<file path="config.mk">
export PLATFORM = sky130hd
export DESIGN_NAME = regfile_operand_stage
export DESIGN_NICKNAME = d
export VERILOG_FILES = /design/src/rtl/regfile_operand_stage.sv
export SDC_FILE = /design/constraint.sdc
export NUM_CORES = 2
export LEC_CHECK = 0
export CAP_MARGIN = 20
export CORE_ASPECT_RATIO = 0.6
export CORE_UTILIZATION = 50
export DETAILED_ROUTE_END_ITERATION = 7
export PLACE_DENSITY_LB_ADDON = 0.15
export SLEW_MARGIN = 20
export SYNTH_ARGS = -nofsm -noshare
export SYNTH_HDL_FRONTEND = slang
export SYNTH_SLANG_ARGS = --single-unit
</file>
<file path="constraint.sdc">
create_clock -name clk -period 2.9 [get_ports clk]
set_input_delay 0.58 -clock clk [delete_from_list [all_inputs] [get_ports clk]]
set_output_delay 0.58 -clock clk [all_outputs]
set_load 0.02 [all_outputs]
</file>
<file path="src/rtl/regfile_operand_stage.sv">
`default_nettype none
// ============================================================================
// Module      : regfile_operand_stage
// Description : 32x32 MIPS-style register file feeding a registered operand
//               latch (a, b, sel, valid_out) that drives the ALU. The latch
//               supports stall (hold) and flush (bubble). The single write
//               port takes writeback data independently of stall and flush.
// Options     : REGFILE_BYPASS_EN - when defined, a normal capture that reads
//               the register being written this cycle takes wdata
//               (write-through) instead of the pre-write array value.
// Revision    : 1.0 - initial release
// ============================================================================
module regfile_operand_stage #(
  parameter int DATA_W = 32,
  parameter int ADDR_W = 5,
  parameter int SEL_W  = 2
) (
  input  logic              clk,
  input  logic              rst,
  input  logic [ADDR_W-1:0] raddr_a,
  input  logic [ADDR_W-1:0] raddr_b,
  input  logic [SEL_W-1:0]  sel_in,
  input  logic              valid_in,
  input  logic              stall,
  input  logic              flush,
  input  logic              we,
  input  logic [ADDR_W-1:0] waddr,
  input  logic [DATA_W-1:0] wdata,
  output logic [DATA_W-1:0] a,
  output logic [DATA_W-1:0] b,
  output logic [SEL_W-1:0]  sel,
  output logic              valid_out
);

  localparam int c_NREG = 1 << ADDR_W;

  // Register array. Entry 0 is reset like the others and never written, so it
  // stays zero; reads of address 0 are also forced to zero below.
  logic [DATA_W-1:0] r_mem [c_NREG];

  logic              w_wr_en;
  logic [DATA_W-1:0] w_rd_a;
  logic [DATA_W-1:0] w_rd_b;
  logic              w_byp_a;
  logic              w_byp_b;
  logic [DATA_W-1:0] w_op_a;
  logic [DATA_W-1:0] w_op_b;

  logic [DATA_W-1:0] r_a;
  logic [DATA_W-1:0] r_b;
  logic [SEL_W-1:0]  r_sel;
  logic              r_valid;

  // A write to r0 is discarded; a write in a reset cycle is dropped by the
  // reset branch of the array process.
  assign w_wr_en = we && (waddr != '0);

  // Writeback into the array; independent of stall and flush.
  always_ff @(posedge clk) begin
    if (rst) begin
      for (int i = 0; i < c_NREG; i++) begin
        r_mem[i] <= '0;
      end
    end else if (w_wr_en) begin
      r_mem[waddr] <= wdata;
    end
  end

  // Asynchronous array reads with r0 hardwired to zero.
  always_comb begin
    w_rd_a = '0;
    w_rd_b = '0;
    if (raddr_a != '0) begin
      w_rd_a = r_mem[raddr_a];
    end
    if (raddr_b != '0) begin
      w_rd_b = r_mem[raddr_b];
    end
  end

  // Same-cycle read/write hazard resolution. The bypass select only matters
  // on a normal capture, which is the only time the operand mux is sampled;
  // w_wr_en already excludes r0.
  always_comb begin
    w_byp_a = 1'b0;
    w_byp_b = 1'b0;
`ifdef REGFILE_BYPASS_EN
    w_byp_a = w_wr_en && (waddr == raddr_a);
    w_byp_b = w_wr_en && (waddr == raddr_b);
`else
    w_byp_a = 1'b0;
    w_byp_b = 1'b0;
`endif
    w_op_a = w_byp_a ? wdata : w_rd_a;
    w_op_b = w_byp_b ? wdata : w_rd_b;
  end

  // Operand latch: reset > flush > stall > capture. Operands are captured even
  // when valid_in is low; they are meaningless while valid_out is low.
  always_ff @(posedge clk) begin
    if (rst || flush) begin
      r_a     <= '0;
      r_b     <= '0;
      r_sel   <= '0;
      r_valid <= 1'b0;
    end else if (!stall) begin
      r_a     <= w_op_a;
      r_b     <= w_op_b;
      r_sel   <= sel_in;
      r_valid <= valid_in;
    end
  end

  assign a         = r_a;
  assign b         = r_b;
  assign sel       = r_sel;
  assign valid_out = r_valid;

endmodule
`default_nettype wire
</file>
After elaboration in Yosys (flattened, before gate mapping)
Memory sizes are Yosys's and may differ from the RTL's. Cells that the tools add are included.

Memory bits (writable): 1024. Input bits: 55. Flip-flop bits (word level): 67. Output and inout bits: 67. Memories kept: 1.

Memories: r_mem (depth 32, width 32, read ports 2, clocked after Yosys merged registers in 0, write ports 32, RTL line 39) `logic [DATA_W-1:0] r_mem [c_NREG];`.

Muxes and demuxes: 10. Reduce and logical (&&, ||, !) cells: 6.

Operators with widths (number): 32-bit 2-to-1 mux (3); 32-bit OR reduction (1); 5-bit nonzero test (3); 1-bit 2-to-1 mux (6); 5-bit 2-to-1 mux (1); 1-bit logical AND (1); 1-bit logical OR (1).

Depth between registers and ports, before layout
Depth in word-level cells: 7. Depth in mapped cells: 9. Gate-level depth less buffers: 4.

Worst setup path after synthesis
OpenSTA, ideal clock, no wires.

Kind: in2reg. Start point: input raddr_a[0]. End point: register r_a[28] (netlist: a[28]). Stages on the path: 8. Setup slack: 347 ps. Library setup time: 117 ps. Buffers on the path: 4. Arrival time: 2435 ps. Cells stage by stage: buf_2 buf_2 buf_2 buf_2 mux2_2 a221oi_1 o211ai_1 a32o_1.

Word-level cells in the longest chain between the ends: 2. Elaborated cells on any way between the ends: 3.

RTL lines: from (decl) (RTL line 20) `input logic [ADDR_W-1:0] raddr_a,`; memory read 32 x 32 bit or 5-bit nonzero test (tied branches); 32-bit 2-to-1 mux * (RTL line 73) `if (raddr_a != '0) begin`; to (signal assigned) (RTL line 107) `r_a <= w_op_a;`; to (decl) (RTL line 49) `logic [DATA_W-1:0] r_a;`.

Mark *: on every way between the ends. The rest lies on a longest branch, timed or not. A chain may end at the register's enable or synchronous reset.

Worst setup path after layout
Start point: register r_b[13] (netlist: b[13]). End point: output b[13].

RTL lines: from (decl) (RTL line 50) `logic [DATA_W-1:0] r_b;`; from (signal assigned) (RTL line 108) `r_b <= w_op_b;`; to (decl) (RTL line 30) `output logic [DATA_W-1:0] b,`.

No word-level cell between the ends.

==> results.sh <==
export IMPL_synth_xor_area_share_pct=0
export IMPL_post_synth_top_area_cell="edfxtp_1"
export IMPL_synth_cell_types=41
export IMPL_grt_pass1_vias=37670
export IMPL_setup_viol=0
export IMPL_synthFlopType="edfxtp_1"
export IMPL_dp_hpwl_mm=138.2
export IMPL_final_antenna_net_count=0
export IMPL_die_area_um2=114200
export IMPL_clk_latency_ps=740
export IMPL_dpl_cell_count=5269
export IMPL_clk_pin_slew_worst_paths_ps=70
export IMPL_drive_gt1_share_pct=30.63
export IMPL_fmax_mhz=380.7
export IMPL_initial_core_util_pct=50.45
export IMPL_grt_pass1_wl_mm=295.1
export IMPL_synth_compound_area_share_pct=5.122
export IMPL_instances_no_fill=5476
export IMPL_r2r_end="b[17]"
export IMPL_reg2reg_depth=3
export IMPL_most_common_layout_cells="1,024 x edfxtp_1, 993 x and2_1, 416 x mux4_2"
export IMPL_drc_errors=0
export IMPL_powerDensity_nw_per_um2=577.6
export IMPL_yosys_area_share_simple_pct=12.17
export IMPL_worstHoldStart="rst"
export IMPL_muxShareOfSynthArea_pct=22.83
export IMPL_cpPeakStageDelay_ps=840
export IMPL_postCtsSetupBuffers=0
export IMPL_rsz0062_at_grt="false"
export IMPL_synth_seq_area_share_pct=56.87
export IMPL_syn_inst=3719
export IMPL_ir_worst_vdd_uv=515.1
export IMPL_status="completed"
export IMPL_drt_wirelength_per_cell_um=38.88
export IMPL_gp_congestion=0.9424
export IMPL_synthTopCellsByArea="edfxtp_1 54%, mux4_2 17%, and2_1 11%"
export IMPL_io_buffers=121
export IMPL_path_class="reg -> out"
export IMPL_grt_overflow_total=0
export IMPL_cp_required_ps=2320
export IMPL_cp_top_family="buffers and inverters"
export IMPL_timing_final_crit_share_pct=90.57
export IMPL_cts_buffers=104
export IMPL_rows=95
export IMPL_clk_path_buf_depth=3
export IMPL_grt_use_total_pct=37.14
export IMPL_async_reset_ff_share_pct=0
export IMPL_layout_nets=3927
export IMPL_root_buffer="clkbuf_16"
export IMPL_wl_mm=212.9
export IMPL_die_w_um=435.7
export IMPL_period_needed_ps=2627
export IMPL_yosys_warnings=0
export IMPL_fp_dieH_um=262.2
export IMPL_end_kind="output pin"
export IMPL_tightestPinTransition_ps=1157
export IMPL_hold_viol_final=0
export IMPL_cts_hold_buf=0
export IMPL_synth_top_family_by_area="multiplexers"
export IMPL_area_growth_pct=16.24
export IMPL_slew_headroom_pct=22.62
export IMPL_p_leak_nw=22.72
export IMPL_cts_tree="yes"
export IMPL_synth_area_per_cell_um2=15.17
export IMPL_holdPathStages=1
export IMPL_first_pass_iters=6
export IMPL_holdPathEnd="r_mem[0][1]"
export IMPL_synth_seq_cells=1091
export IMPL_core_area_um2=111900
export IMPL_yosysTopAreaCellShare_pct=54.50
export IMPL_synthAdderAreaFrac_pct=0
export IMPL_r2r_start="r_mem[16][17]"
export IMPL_crit_path_start_kind="register"
export IMPL_vias=38000
export IMPL_path_max_fanout=2
export IMPL_final_setup_skew_ps=49.93
export IMPL_netlist_area_um2=56420
export IMPL_postCtsResizedCells=0
export IMPL_synth_edff_count=1024
export IMPL_drt_initial_drc_count=6337
export IMPL_slowest_stage="clkdlybuf4s50_1"
export IMPL_antenna_found_initial=20
export IMPL_report_final_slew_viol_count=0
export IMPL_path_cells="clkdlybuf4s50_1"
export IMPL_min_path_type="in -> reg"
export IMPL_regToRegSetupSlack_ps=920
export IMPL_vias_per_cell=6.938
export IMPL_io_pins=122
export IMPL_cts_htree_levels=3
export IMPL_crit_buf_inv=1
export IMPL_grt_max_degree=65
export IMPL_fin_setup_tns_ps=0
export IMPL_critPathArrivalTime_ps=2050
export IMPL_final_common_cell="edfxtp_1"
export IMPL_cts_num_sinks=1091
export IMPL_cap_violations=0
==> registers in the layout, summed over array words and instances (netlist names) <==
signal     cells
r_mem       1024
valid_out      1
a             32
sel            2
b             32
==> routing by layer <==
metal	wire length (um)	vias up	track usage [%]
li1	-	14730	-
met2	88520	3180	51.55
met4	9018	4	14.15
met5	30	-	0
met1	82850	19600	53.03
met3	32500	487	13.81
==> cells in the mapped netlist (33+ instances only) <==
master and count:
a221o_1 63, a221oi_1 45, and2_1 993, buf_2 63
clkbuf_1 312, dfxtp_1 67, edfxtp_1 1024, mux2_2 225
mux2i_1 98, mux4_2 416, nand2_1 36, nor2_1 35
o21ai_0 51, o221ai_1 33, or2_2 33
==> cell families (layout without fill, tap and decap cells) <==
kind of cell,Yosys count,count (layout)
and+or+nand+nor,1123,1123
DFF,1091,1091
muxes,739,739
AOI/OAI and AO/OA,354,354
buffers and inverters,411,625
other,1,41
==> final cells by class <==
cell class	count	area [um^2]
Fill cell	8461	46270
Sequential cell	1091	32090
Multi-Input combinational cell	2248	23030
Timing Repair Buffer	422	5007
Clock buffer	119	2743
Tap cell	1503	1881
Clock inverter	79	793.3
Antenna cell	9	22.52
Inverter	5	20.02
==> where the power goes <==
group | switching (mW) | internal [mW]
combinational | 2.61 | 2.14
sequential | 0.558 | 18.1
clock | 6.44 | 8.06
==> worst max-delay path by stage <==
stage                     startpoint     to  slack (ps)  depth (start not counted)
final                          b[13]  b[13]         270                          1
after floorplan           raddr_a[0]  a[28]         350                          8
after CTS                      a[13]  a[13]         240                          1
after global placement    raddr_a[2]  a[14]         100                          7
after detailed placement  raddr_a[2]  a[14]          90                          7
after global routing           b[11]  b[11]         250                          1
==> through the flow <==
stage	worst slack, ps	total power [mW]	area [um^2]	hold WS (ps)	util, %
after floorplan	347.1	21.30	56540	592.4	-
after global placement	103.5	23.42	62030	477.1	55.46
after detailed placement	91.18	23.54	62030	471.6	55.46
after CTS	238.3	37.77	65570	200.4	58.62
after global routing	253.1	38.65	65570	218.8	58.63
final	273.4	37.88	65590	255.7	58.64
Note: power is estimated with default switching activity, not from simulation.
